`src/rtl/alu_muldiv_seq_if.sv`:
```
// Request/response and shared-ALU signal bundle for the multiply/divide sequencer.
// The sequencer uses the slave modport; the execute stage and ALU use the master side.
interface alu_muldiv_seq_if #(parameter int XLEN = 32);
  logic            req_valid;
  logic            req_ready;
  logic [1:0]      req_op;
  logic [XLEN-1:0] req_a;
  logic [XLEN-1:0] req_b;
  logic            resp_valid;
  logic            resp_ready;
  logic [XLEN-1:0] resp_data;
  logic            resp_zero;
  logic            resp_dbz;
  logic [XLEN-1:0] alu_a;
  logic [XLEN-1:0] alu_b;
  logic [2:0]      alu_ctrl;
  logic [XLEN-1:0] alu_result;
  logic            alu_carry;

  modport slave (
    input  req_valid, req_op, req_a, req_b, resp_ready, alu_result, alu_carry,
    output req_ready, resp_valid, resp_data, resp_zero, resp_dbz, alu_a, alu_b, alu_ctrl
  );

  modport master (
    output req_valid, req_op, req_a, req_b, resp_ready, alu_result, alu_carry,
    input  req_ready, resp_valid, resp_data, resp_zero, resp_dbz, alu_a, alu_b, alu_ctrl
  );
endinterface

```
`src/rtl/alu_muldiv_seq.sv`:
```
// Unsigned shift-add multiply / restoring divide sequencer driving the shared 32-bit ALU.
// Optional macro ZERO_SKIP_EN: MUL/MULHU with a zero operand completes without iterating.
module alu_muldiv_seq #(
  parameter int XLEN   = 32,
  parameter int ITER_W = 6
) (
  input  logic             clk,
  input  logic             rst,
  alu_muldiv_seq_if.slave  bus
);
  localparam logic [1:0] S_IDLE = 2'd0;
  localparam logic [1:0] S_RUN  = 2'd1;
  localparam logic [1:0] S_DONE = 2'd2;

  localparam logic [1:0] OP_MUL   = 2'd0;
  localparam logic [1:0] OP_MULHU = 2'd1;
  localparam logic [1:0] OP_DIVU  = 2'd2;

  localparam logic [2:0] ALU_ADD = 3'b000;
  localparam logic [2:0] ALU_SUB = 3'b001;

  localparam logic [ITER_W-1:0] CNT_INIT = ITER_W'(XLEN);
  localparam logic [ITER_W-1:0] CNT_LAST = ITER_W'(1);

  logic [1:0]      state_q, state_d;
  logic [1:0]      op_q, op_d;
  logic [XLEN-1:0] b_q, b_d;
  logic [XLEN-1:0] hi_q, hi_d;
  logic [XLEN-1:0] lo_q, lo_d;
  logic [XLEN-1:0] rem_q, rem_d;
  logic [ITER_W-1:0] cnt_q, cnt_d;
  logic [XLEN-1:0] data_q, data_d;
  logic            dbz_q, dbz_d;

  logic            c;
  logic [XLEN-1:0] s;
  logic [XLEN-1:0] t;
  logic            take;

  always_comb begin
    state_d = state_q;
    op_d    = op_q;
    b_d     = b_q;
    hi_d    = hi_q;
    lo_d    = lo_q;
    rem_d   = rem_q;
    cnt_d   = cnt_q;
    data_d  = data_q;
    dbz_d   = dbz_q;
    c       = 1'b0;
    s       = '0;
    t       = '0;
    take    = 1'b0;
    bus.alu_a    = '0;
    bus.alu_b    = '0;
    bus.alu_ctrl = ALU_ADD;

    case (state_q)
      S_IDLE: begin
        if (bus.req_valid) begin
          op_d  = bus.req_op;
          b_d   = bus.req_b;
          hi_d  = '0;
          lo_d  = bus.req_a;
          rem_d = '0;
          cnt_d = CNT_INIT;
          dbz_d = 1'b0;
          if (bus.req_op[1] && (bus.req_b == '0)) begin
            state_d = S_DONE;
            dbz_d   = 1'b1;
            data_d  = (bus.req_op == OP_DIVU) ? {XLEN{1'b1}} : bus.req_a;
          end
`ifdef ZERO_SKIP_EN
          else if (!bus.req_op[1] && ((bus.req_a == '0) || (bus.req_b == '0))) begin
            state_d = S_DONE;
            data_d  = '0;
          end
`endif
          else begin
            state_d = S_RUN;
          end
        end
      end

      S_RUN: begin
        cnt_d = cnt_q - CNT_LAST;
        if (!op_q[1]) begin
          bus.alu_a    = hi_q;
          bus.alu_b    = b_q;
          bus.alu_ctrl = ALU_ADD;
          if (lo_q[0]) begin
            c = bus.alu_carry;
            s = bus.alu_result;
          end else begin
            c = 1'b0;
            s = hi_q;
          end
          hi_d = {c, s[XLEN-1:1]};
          lo_d = {s[0], lo_q[XLEN-1:1]};
        end else begin
          // rem[31] is the 33rd remainder bit; when set the shifted value always exceeds b
          t            = {rem_q[XLEN-2:0], lo_q[XLEN-1]};
          bus.alu_a    = t;
          bus.alu_b    = b_q;
          bus.alu_ctrl = ALU_SUB;
          take         = rem_q[XLEN-1] | bus.alu_carry;
          rem_d        = take ? bus.alu_result : t;
          lo_d         = {lo_q[XLEN-2:0], take};
        end
        if (cnt_q == CNT_LAST) begin
          state_d = S_DONE;
          case (op_q)
            OP_MUL, OP_DIVU: data_d = lo_d;
            OP_MULHU:        data_d = hi_d;
            default:         data_d = rem_d;
          endcase
        end
      end

      S_DONE: begin
        if (bus.resp_ready) state_d = S_IDLE;
      end

      default: state_d = S_IDLE;
    endcase
  end

  always_ff @(posedge clk) begin
    if (rst) begin
      state_q <= S_IDLE;
      op_q    <= '0;
      b_q     <= '0;
      hi_q    <= '0;
      lo_q    <= '0;
      rem_q   <= '0;
      cnt_q   <= '0;
      data_q  <= '0;
      dbz_q   <= 1'b0;
    end else begin
      state_q <= state_d;
      op_q    <= op_d;
      b_q     <= b_d;
      hi_q    <= hi_d;
      lo_q    <= lo_d;
      rem_q   <= rem_d;
      cnt_q   <= cnt_d;
      data_q  <= data_d;
      dbz_q   <= dbz_d;
    end
  end

  assign bus.req_ready  = (state_q == S_IDLE);
  assign bus.resp_valid = (state_q == S_DONE);
  assign bus.resp_data  = data_q;
  assign bus.resp_zero  = (data_q == '0);
  assign bus.resp_dbz   = dbz_q;
endmodule

```
`src/flat_wrapper.sv`:
```
// flat-port wrapper written by rule: the top's interface ports become plain ports
module alu_muldiv_seq_flat 
#(
  parameter int XLEN   = 32,
  parameter int ITER_W = 6
)
  (clk, rst, bus_req_valid, bus_req_op, bus_req_a, bus_req_b, bus_resp_ready, bus_alu_result, bus_alu_carry, bus_req_ready, bus_resp_valid, bus_resp_data, bus_resp_zero, bus_resp_dbz, bus_alu_a, bus_alu_b, bus_alu_ctrl);
  alu_muldiv_seq_if #(.XLEN(XLEN)) bus_i ();
  input  logic clk;
  input  logic rst;
  input wire logic [$bits(bus_i.req_valid)-1:0] bus_req_valid;
  input wire logic [$bits(bus_i.req_op)-1:0] bus_req_op;
  input wire logic [$bits(bus_i.req_a)-1:0] bus_req_a;
  input wire logic [$bits(bus_i.req_b)-1:0] bus_req_b;
  input wire logic [$bits(bus_i.resp_ready)-1:0] bus_resp_ready;
  input wire logic [$bits(bus_i.alu_result)-1:0] bus_alu_result;
  input wire logic [$bits(bus_i.alu_carry)-1:0] bus_alu_carry;
  output wire logic [$bits(bus_i.req_ready)-1:0] bus_req_ready;
  output wire logic [$bits(bus_i.resp_valid)-1:0] bus_resp_valid;
  output wire logic [$bits(bus_i.resp_data)-1:0] bus_resp_data;
  output wire logic [$bits(bus_i.resp_zero)-1:0] bus_resp_zero;
  output wire logic [$bits(bus_i.resp_dbz)-1:0] bus_resp_dbz;
  output wire logic [$bits(bus_i.alu_a)-1:0] bus_alu_a;
  output wire logic [$bits(bus_i.alu_b)-1:0] bus_alu_b;
  output wire logic [$bits(bus_i.alu_ctrl)-1:0] bus_alu_ctrl;
  assign bus_i.req_valid = bus_req_valid;
  assign bus_i.req_op = bus_req_op;
  assign bus_i.req_a = bus_req_a;
  assign bus_i.req_b = bus_req_b;
  assign bus_i.resp_ready = bus_resp_ready;
  assign bus_i.alu_result = bus_alu_result;
  assign bus_i.alu_carry = bus_alu_carry;
  assign bus_req_ready = bus_i.req_ready;
  assign bus_resp_valid = bus_i.resp_valid;
  assign bus_resp_data = bus_i.resp_data;
  assign bus_resp_zero = bus_i.resp_zero;
  assign bus_resp_dbz = bus_i.resp_dbz;
  assign bus_alu_a = bus_i.alu_a;
  assign bus_alu_b = bus_i.alu_b;
  assign bus_alu_ctrl = bus_i.alu_ctrl;
  alu_muldiv_seq #(.XLEN(XLEN), .ITER_W(ITER_W)) u_core (.clk(clk), .rst(rst), .bus(bus_i));
endmodule
```
`config.mk`:
```
export PLATFORM = sky130hd
export DESIGN_NAME = alu_muldiv_seq_flat
export DESIGN_NICKNAME = d
export VERILOG_FILES = /design/src/rtl/alu_muldiv_seq_if.sv /design/src/rtl/alu_muldiv_seq.sv /design/src/flat_wrapper.sv
export SDC_FILE = /design/constraint.sdc
export NUM_CORES = 1
export LEC_CHECK = 0
export BUFFER_PORTS_ARGS = -buffer_cell sky130_fd_sc_hd__buf_2
export CORE_MARGIN = 2
export CORE_UTILIZATION = 60
export CTS_CLUSTER_DIAMETER = 30
export DETAILED_ROUTE_END_ITERATION = 6
export PLACE_DENSITY = 0.83
export SLEW_MARGIN = 5
export SYNTH_ARGS = -nofsm -noshare
export SYNTH_HDL_FRONTEND = slang
export SYNTH_SLANG_ARGS = --single-unit
```
`constraint.sdc`:
```
create_clock -name clk -period 4.3 [get_ports clk]
set_input_delay 1.075 -clock clk [delete_from_list [all_inputs] [get_ports clk]]
set_output_delay 1.075 -clock clk [all_outputs]
set_load 0.01 [all_outputs]
```
==> results.md, run 1 <==
- Outcome: finished clean
- Power Internal: 2.90 mW
- Most frequent cells in the layout: nor2_1 (258), buf_2 (202), dfxtp_1 (168)
- Worst slew margin: 28.8%
- Clock power frac: 37.2%
- Hold_buf cts: 0
- Asr flop ratio synth: 0%
- CP Capture Type: output pin
- Number of flops mapped to enable cells by yosys: 0
- Skew-Pair Late Insertion Delay: 430 ps
- GRT Util Overall: a little under a third
- First-pass GRT wire length: 45.0 mm
- Vias/cell: ~6.2
- Cells after Synth: 1221
- Seq pwr share: 42.2%
- Switching Fraction: 31.0%
- Post-Syn Area: 9790 µm²
- Setup Skew: 8.75 ps
- WHS Path Cells: 2
- Max-slew violations: 0
- Worst setup margin: 1110 ps
- Mux cell area share after synthesis: 13.1%
- I/O Pins: 206
- Least-Margin Pin Slew: 1070 ps
- Vias: 9780
- Total wire length: about 29 mm
- Placed instance area: 10800 µm²
- Post-synthesis compound-gate area fraction: 23.2%
- CTS tree: built
- Max_cap viols: 0
- H-Tree Depth: 4
- Worst EP arrival: 2120 ps
- WP data required: 3220 ps
- Initial drt markers: 1110
- CTS max path bufs: 2
- Nets: 1445
- Share of cells above drive strength 1: 27.7%
- Synth cell types: a little over 50
- Avg WL per Cell: around 19 µm
- Num CTS Buffers: 17
- Final Cycle Share: between 70% and 80%
- CTS root buf: clkbuf_16
- Final cell count without fillers: between 1.5k and 2k
- Pleak: 4.61 nW
- Hold Path End: u_core.b_q[20]$_SDFFE_PP0P_
- Minimum clock period after layout: 3190 ps
- Adder-cell share of the synthesized area: 0.256%
- Worst-path clk slew: 70 ps
- Sequential area share after synthesis: 35.0%
- Final Hold Viols: 0
- Hold Path Class: reg -> reg
- # fillers: 1331
- Yosys warns: 0
- Yosys reg bits: 171
- Largest family of logic cells by synthesized area: compound AO/OA/AOI/OAI gates
- Antenna violations before repair: 2
- Combinational group share of total power: roughly 20%
- Kind of critical path: reg -> out
- Worst reg-to-reg setup slack: 1510 ps
- Drt first pass iters: 6
- Fmax: 313 MHz
- R2R Path End: u_core.bus.resp_data[5]$_SDFFE_PP0P_
- Port bufs: 203
- Clk sinks: 171
- Grt ovf: 0
- # resized after CTS: 0
- Hold_sp: u_core.b_q[20]$_SDFFE_PP0P_
- Initial Utilization: 61.6%
- Synthesis-to-layout area growth: 16.1%
- Final Setup Violations: 0
- RePlAce Congestion: 0.894
- Predominant post-synthesis flop cell: dfxtp_1
- Cells after DPL: 1537
- Post-route cell area: approximately 11000 µm²
- RSZ-0062 raised after global routing: false
- Core area: 15900 µm²
- Worst reg2reg path startpoint: u_core.op_q[1]$_SDFFE_PP0P_
- TNS Setup: 0 ps
- Rows: between 40 and 50
- Crit path max fanout: 49
- Worst Setup Start Kind: flop
- Pwr dens: approximately 370 nW/µm²
- Avg Cell Area, Syn: 8.02 µm²
- XOR/XNOR share of the synthesized area: 0.179%
- Pin count of the biggest net entering global routing: 138
- Number of global-route vias before repair: approximately 8.8k
- Net Sw Power: 1.30 mW
- Power Total: 4.20 mW
- Detailed placement HPWL: 19.4 mm
- Synth Area in Simple Gates: 22.7%
- Die area: 17300 µm²
- Antenna-violating nets left: 0
- R2r worst-path depth: 5
- DP Worst Slack: 902 ps
- Die Y: 132 µm
- Commonest non-fill, non-tap cell in the layout: nor2_1
- Drt drc: 0
- Chip Width: between 100 and 150 µm
- Worst-case vdd ir drop: 0.299 mV
- Number of setup buffers added after CTS: 0
[through the flow]
stage / hold slack, ps / utilization (%)
4_1_cts: 452 / 71.5
3_5_place_dp: 444 / 67.8
6_report: 450 / 71.5
2_1_floorplan: 432 / -
5_1_grt: 470 / 71.5
3_3_place_gp: 438 / 67.8
[cells in the mapped netlist (3+ instances only)]
cell type | count | area (µm²)
o21ba_2 | 25 | 250
nor3_1 | 43 | 215
nor4_1 | 15 | 93.8
mux2_2 | 52 | 586
and2_1 | 35 | 219
nand4_1 | 4 | 25.0
o31ai_1 | 25 | 188
o31ai_2 | 28 | 350
nor2_1 | 261 | 980
o21ai_0 | 37 | 185
nand2_1 | 81 | 304
dfxtp_1 | 171 | 3420
a31oi_1 | 6 | 37.5
buf_2 | 5 | 25.0
nand4b_1 | 32 | 280
a22oi_1 | 82 | 616
buf_6 | 5 | 56.3
o32ai_1 | 7 | 61.3
inv_1 | 3 | 11.3
or4_1 | 3 | 22.5
o22ai_1 | 23 | 144
clkbuf_1 | 105 | 394
a211oi_1 | 6 | 45.0
mux2i_1 | 70 | 701
a21boi_0 | 6 | 45.0
a21oi_1 | 50 | 250
buf_1 | 10 | 37.5
[registers in the layout (all words and copies together), names as in the netlist]
name	flops
u_core.b_q	32
u_core.state_q	2
u_core.op_q	2
u_core.cnt_q	6
u_core.bus.resp_dbz	1
u_core.bus.resp_data	32
u_core.rem_q	32
u_core.hi_q	32
u_core.lo_q	32
[worst max-delay path by stage]
stage                     depth (start not counted)  slack [ps]                                    to                           start
final                                             3        1110                          bus_alu_b[7]  u_core.state_q[1]$_SDFFE_PP0P_
after global routing                              3        1000                         bus_alu_b[12]  u_core.state_q[1]$_SDFFE_PP0P_
after CTS                                         3        1150                          bus_alu_a[6]     u_core.op_q[1]$_SDFFE_PP0P_
after detailed placement                          6         900  u_core.bus.resp_data[0]$_SDFFE_PP0P_                   bus_req_b[10]
after global placement                            6         930  u_core.bus.resp_data[0]$_SDFFE_PP0P_                   bus_req_b[10]
after floorplan                                   6        1350                         bus_alu_a[12]     u_core.op_q[1]$_SDFFE_PP0P_
[metal layers]
metal | global-route usage [%] | vias to the layer above | share of wire (%)
met1 | 38.1 | 4613 | 39
met4 | 17.5 | 0 | 4.5
met3 | 6.71 | 81 | 7.5
li1 | - | 4606 | -
met2 | 53.6 | 480 | 49
met5 | 0 | - | 0
[cells by family after synthesis]
logic type | after synthesis
simple gates | 486
compound gates | 306
flops | 171
buf+inv | 131
mux | 122
fa+ha+maj | 2
xor+xnor | 2
other cells | 1
[power groups by stage]
stage | Combinational [mW] | Sequential [mW] | Clock, mW
after floorplan | 0.615 | 1.77 | 0
after global placement | 0.828 | 1.80 | 0
after detailed placement | 0.841 | 1.80 | 0
after CTS | 0.847 | 1.77 | 1.57
after global routing | 0.934 | 1.78 | 1.64
final | 0.862 | 1.77 | 1.56
[area by class of cell]
class | count | area (µm²) | share of cell area [%]
diodes | 1 | 2.50 | 0.0220
inverters | 4 | 15.0 | 0.132
well taps | 216 | 270 | 2.38
multi-input cells | 920 | 5850 | 51.5
clock inverters | 12 | 138 | 1.21
flip-flops and latches | 171 | 3430 | 30.2
clock buffers | 19 | 453 | 3.99
repair buffers | 226 | 1210 | 10.6
[critical path: stages (launching register included)]
cell and delay, ps:
dfxtp_1 420, nor2b_4 860, and2_1 250, buf_2 140
Note: power is estimated with default switching activity, not from simulation.
==> run 2: changes to the inputs <==
Settings changed: CORE_UTILIZATION 60 to 50, PLACE_DENSITY 0.83 to 0.73.
Clock period 4.3 ns to 2.8 ns, I/O delays scaled along.
==> run 2 against run 1 <==
Net effect: sequential power grew 54%; utilization fell by 12 points; hold slack is essentially flat; non-clock buffer count rose by 14; count of clock-buffer cells in the layout is the same; global-route usage shrank 3.6 points; largest cell class unchanged; die area grew 19%; power up 54%; clock skew grew 2.6 ps; wire length is 3.8% higher; critical path depth did not move; setup slack got worse by 990 ps.
==> results.md, run 2 (synthesis results as in run 1) <==
- Outcome: finished clean
- Detailed placement HPWL: 21.0 mm (+8.6%)
- Number of setup buffers added after CTS: 0 (unchanged)
- Rows: 51 (+11%)
- First-pass GRT wire length: 45.9 mm (+2.0%)
- CTS root buf: clkbuf_16
- RePlAce Congestion: 0.902 (+0.92%)
- Fin Hold WS: 450 ps (+0.401 ps)
- Pwr dens: 559 nW/µm² (+51%)
- Worst slew margin: 39.1% (+10 points)
- Crit-path cells: mux2i_1 > nor2_1 > buf_2
- Power Total: 6.47 mW (+54%)
- Hold_buf cts: 0 (unchanged)
- Worst Setup Start Kind: flop
- Worst setup margin: 115 ps (-994 ps)
- Final Hold Viols: 0 (unchanged)
- Max_cap viols: 0 (unchanged)
- TNS Setup: 0 ps (unchanged)
- Worst-path clk slew: 60 ps (about the same)
- Worst reg-to-reg setup slack: 500 ps (-1010 ps)
- Post-route cell area: 11600 µm² (+1.9%)
- Final Cycle Share: 95.9%
- Share of cells above drive strength 1: 28.4% (+0.74 points)
- Worst EP arrival: 1980 ps (-140 ps)
- Chip Width: 144 µm (+9.3%)
- Die Y: 144 µm (+9.3%)
- Least-Margin Pin Slew: 913 ps (-155 ps)
- Worst-case vdd ir drop: 0.415 mV (+39%)
- Fmax: 372 MHz
- Multi-input logic area: 5850 µm² (unchanged)
- Total wire length: 30.2 mm (+3.8%)
- Avg WL per Cell: 18.5 µm (-0.16%)
- Commonest non-fill, non-tap cell in the layout: nor2_1
- Crit path max fanout: 59 (+20%)
- Clk sinks: 171 (unchanged)
- Skew-Pair Late Insertion Delay: 440 ps (about the same)
- Nets: 1459 (+0.97%)
- Final Setup Violations: 0 (unchanged)
- CTS max path bufs: 2 (unchanged)
- Cells after DPL: 1600 (+4.1%)
- Core area: 19300 µm² (+22%)
- Die area: 20700 µm² (+19%)
- Antenna violations before repair: 0 (-2)
- Pin count of the biggest net entering global routing: 79 (-43%)
- Sequential cell area: 3430 µm² (unchanged)
- Initial drt markers: 886 (-20%)
- GRT Util Overall: 28.2% (-3.6 points)
- CTS tree: built
- Post-route core utilization: 59.9% (-12 points)
- Antenna-violating nets left: 0 (unchanged)
- Port bufs: 203 (unchanged)
- # fillers: 1805 (+36%)
- CP max stage delay: 920 ps (+60 ps)
- Drt drc: 0 (unchanged)
- Grt ovf: 0 (unchanged)
- Hold Path Class: reg -> reg
- Vias/cell: 5.95 (-4.6%)
- Placed instance area: 11000 µm² (+2.1%)
- Critical-path top delay cell: dfxtp_4
- Max-slew violations: 0 (unchanged)
- Setup Skew: 11.4 ps (+2.61 ps)
- Number of global-route vias before repair: 8855 (+0.18%)
- ANT cells: 0 (-1)
- H-Tree Depth: 4 (unchanged)
- Minimum clock period after layout: 2680 ps
- RSZ-0062 raised after global routing: false
- Kind of critical path: reg -> out
- DP Worst Slack: 22.7 ps (-880 ps)
- Num CTS Buffers: 17 (unchanged)
- Initial Utilization: 50.6% (-11 points)
- CP Capture Type: output pin
- Vias: 9702 (-0.80%)
- Synthesis-to-layout area growth: 18.4%
- Pleak: 4.69 nW (+1.9%)
- Final cell count without fillers: 1631 (+4.0%)
- Drt first pass iters: 6 (unchanged)
- WP data required: 2100 ps (-1120 ps)
- Most frequent cells in the layout: nor2_1 (258), buf_2 (202), dfxtp_1 (168)
- I/O Pins: 206 (unchanged)
==> run 2: changes by cell type in the layout (fill, tap and decap cells not counted) <==
cell        delta
buf_4          +8
buf_12         +5
inv_8          +2
buf_6          +1
bufinv_16      -1
clkinv_2       -1
clkinv_4       +1
clkinvlp_4     -1
diode_2        -1
inv_4          -1
inv_6          +1
==> run 2: metal layers <==
metal	track usage, %	wire [µm]	up-vias
met3	6.10	1720	67
met4	12.1	1130	0
met2	49.2	15200	346
met5	0	0	-
met1	33.5	12100	4660
li1	-	-	4629
==> run 2: power by group <==
part / internal (mW) / total, mW / switching, mW
clock: 1.30 / 2.39 / 1.09
sequential: 2.57 / 2.73 / 0.166
combinational: 0.544 / 1.35 / 0.806
total: 4.40 / 6.47 / 2.07
==> run 2: worst paths after layout <==
kind                                                  start                            end  cells past startpoint
worst max-delay path            u_core.op_q[1]$_SDFFE_PP0P_                   bus_alu_a[8]                      3
worst min-delay path            u_core.b_q[14]$_SDFFE_PP0P_    u_core.b_q[14]$_SDFFE_PP0P_                      2
worst max register to register  u_core.op_q[1]$_SDFFE_PP0P_  u_core.rem_q[11]$_SDFFE_PP0P_                      6
worst min register to register  u_core.b_q[14]$_SDFFE_PP0P_    u_core.b_q[14]$_SDFFE_PP0P_                      2
==> run 2: cell type report <==
cell class                      count  area share (%)
Clock buffer                       19            3.91
Clock inverter                     12            1.11
Inverter                            4           0.130
Multi-Input combinational cell    920            50.5
Sequential cell                   171            29.6
Tap cell                          265            2.86
Timing Repair Buffer              240            11.9
==> run 2: critical path: cells and delay by family (launching register included) <==
family	cells	cell delay [ps]
multiplexers	1	370
AND/OR/NAND/NOR	1	60
buffers and inverters	1	150
flip-flops	1	920
==> run 2: repair_timing <==
action,in CTS,in global routing
setup endpoints to repair,0,32
endpoints found under the hold margin,0,0
gates resized for setup,0,1
==> run 3: changes to the inputs <==
Settings changed: ABC_AREA set to 0, MAX_ROUTING_LAYER set to met4, SKIP_CTS_REPAIR_TIMING set to 1.
==> run 3 against run 2 <==
Net effect: utilization up 0.14 points; clock power up 2%; final cell count up 0.25%; die area unchanged; count of clock-buffer cells in the layout down 2; critical path type unchanged; largest cell class unchanged; highest routed layer unchanged.
==> results.md, run 3 (synthesis results as in run 1) <==
- Seq pwr share: 41.8% (-0.4 points)
- H-Tree Depth: 4 (unchanged)
- Outcome: finished clean
- R2R Path End: u_core.bus.resp_data[16]$_SDFFE_PP0P_
- Critical-path top delay cell: dfxtp_1
- Max-slew violations: 0 (unchanged)
- WHS Path Cells: 2 (unchanged)
- # fillers: 1770 (-1.9%)
- Synthesis-to-layout area growth: 18.6%
- Worst-case vdd ir drop: 0.467 mV (+12%)
- TNS Setup: 0 ps (unchanged)
- Net Sw Power: 2.13 mW (+3.2%)
- Pin count of the biggest net entering global routing: 89 (+13%)
- Kind of critical path: reg -> out
- CTS tree: built
- First-pass GRT wire length: 46.7 mm (+1.7%)
- Crit-path cells: nand2b_2 > buf_4 > nor2_1 > buf_2
- Least-Margin Pin Slew: 665 ps (-248 ps)
- Avg WL per Cell: 18.5 µm (+0.28%)
- Num CTS Buffers: 17 (unchanged)
- Most frequent cells in the layout: nor2_1 (258), buf_2 (202), dfxtp_1 (168)
- Hold_sp: u_core.b_q[14]$_SDFFE_PP0P_
- Worst setup margin: 242 ps (+127 ps)
- WP depth: 4 (+1)
- Vias: 9682 (-0.21%)
- Antenna violations before repair: 1 (+1)
- Die Y: 144 µm (unchanged)
- Hold Path Class: reg -> reg
- Crit path buf inv count: 2 (+1)
- Final Hold Viols: 0 (unchanged)
- Grt ovf: 0 (unchanged)
- Nets: 1461 (+0.14%)
- Multi-input logic area: 5850 µm² (unchanged)
- R2r worst-path depth: 7 (+1)
- Fin Hold WS: 452 ps (+1.54 ps)
- WP data required: 2100 ps (about the same)
- Worst reg-to-reg setup slack: 520 ps (+20 ps)
- GRT Util Overall: 29.6% (+1.3 points)
- Crit path max fanout: 45 (-24%)
- Skew-Pair Late Insertion Delay: 450 ps (about the same)
- Drt drc: 0 (unchanged)
- Drt first pass iters: 6 (unchanged)
- Combinational group share of total power: 20.9% (about the same)
- Hold Path End: u_core.b_q[14]$_SDFFE_PP0P_
- Fmax: 391 MHz (+5.0%)
- Initial drt markers: 859 (-3.0%)
- Vias/cell: 5.92 (-0.45%)
- Clock power frac: 37.3% (+0.4 points)
- Die area: 20700 µm² (unchanged)
- Commonest non-fill, non-tap cell in the layout: nor2_1
- Power Internal: 4.39 mW (-0.34%)
- DP Worst Slack: 39.3 ps (+16.6 ps)
- Final Setup Violations: 0 (unchanged)
- Worst-path clk slew: 70 ps (about the same)
- Sequential cell area: 3430 µm² (unchanged)
- CP max stage delay: 460 ps (-460 ps)
- I/O Pins: 206 (unchanged)
- Worst slew margin: 55.7% (+17 points)
- RSZ-0062 raised after global routing: false
- Share of cells above drive strength 1: 28.6% (+0.16 points)
- Port bufs: 203 (unchanged)
- Detailed placement HPWL: 21.1 mm (+0.15%)
- CTS root buf: clkbuf_16
- CP Capture Type: output pin
- Worst reg2reg path startpoint: u_core.op_q[1]$_SDFFE_PP0P_
- Setup Skew: 11.5 ps (+0.129 ps)
- Pleak: 4.71 nW (+0.34%)
- RePlAce Congestion: 0.915 (+1.4%)
- Clk sinks: 171 (unchanged)
- Antenna-violating nets left: 0 (unchanged)
- Rows: 51 (unchanged)
- Worst Setup Start Kind: flop
- Final Cycle Share: 91.4% (-4.5 points)
- Total wire length: 30.3 mm (+0.53%)
- Minimum clock period after layout: 2560 ps (-127 ps)
- Core area: 19300 µm² (unchanged)
- Max_cap viols: 0 (unchanged)
- Switching Fraction: 32.7% (+0.76 points)
- Worst EP arrival: 1860 ps (-120 ps)
- Chip Width: 144 µm (unchanged)
- Top delay family on crit path: buffers and inverters
- Number of global-route vias before repair: 8865 (+0.11%)
- CTS max path bufs: 2 (unchanged)
- Pwr dens: 562 nW/µm² (+0.55%)
- Initial Utilization: 50.6% (unchanged)
[run 3: cell types whose count changed in the layout (fill, tap and decap cells not counted)]
cell	previous run	this run
clkinv_8	0	1
inv_6	4	5
clkbuf_8	2	0
diode_2	0	1
buf_4	30	33
clkinv_4	3	1
inv_8	2	5
buf_6	2	1
[run 3: metrics by stage]
stage,util [%],instance area [µm²],power (mW),cells
2_1_floorplan,-,9790,3.66,1222
3_3_place_gp,56.9,11000,4.10,1601
3_5_place_dp,56.9,11000,4.12,1601
4_1_cts,59.9,11600,6.51,1633
5_1_grt,60.1,11600,6.79,1635
6_report,60.1,11600,6.52,1635
[run 3: worst max path at each step]
stage / start / end
finish: u_core.state_q[1]$_SDFFE_PP0P_ / bus_alu_a[11]
global route: u_core.state_q[1]$_SDFFE_PP0P_ / bus_alu_a[11]
CTS: u_core.op_q[1]$_SDFFE_PP0P_ / bus_alu_a[10]
detailed placement: bus_req_b[10] / u_core.bus.resp_data[17]$_SDFFE_PP0P_
global placement: bus_req_b[15] / u_core.bus.resp_data[7]$_SDFFE_PP0P_
floorplan: u_core.op_q[1]$_SDFFE_PP0P_ / bus_alu_a[12]
[run 3: layer usage]
layer / track usage (%) / share of wire (%)
met4: 13.7 / 4.2
met5: - / 0
met3: 5.30 / 5.7
met2: 48.2 / 49
met1: 35.6 / 41
[run 3: cell type report]
class	count	share of cell area, %
tap	265	2.86
timing repair buffer	242	12.0
clock inverter	15	1.47
clock buffer	17	3.66
inverter	4	0.129
sequential	171	29.5
multi-input combinational	920	50.4
antenna	1	0.0216
[run 3: tightest hold or removal path, stage by stage (launching register included)]
cell     delay (ps)
dfxtp_1         310
nand2_1          50
a21oi_1          50
[run 3: power by group through the flow]
stage	registers [mW]	logic (mW)	clock network [mW]
6_report	2.73	1.36	2.43
5_1_grt	2.74	1.49	2.56
4_1_cts	2.73	1.34	2.44
3_5_place_dp	2.78	1.34	0
3_3_place_gp	2.78	1.32	0
2_1_floorplan	2.71	0.945	0
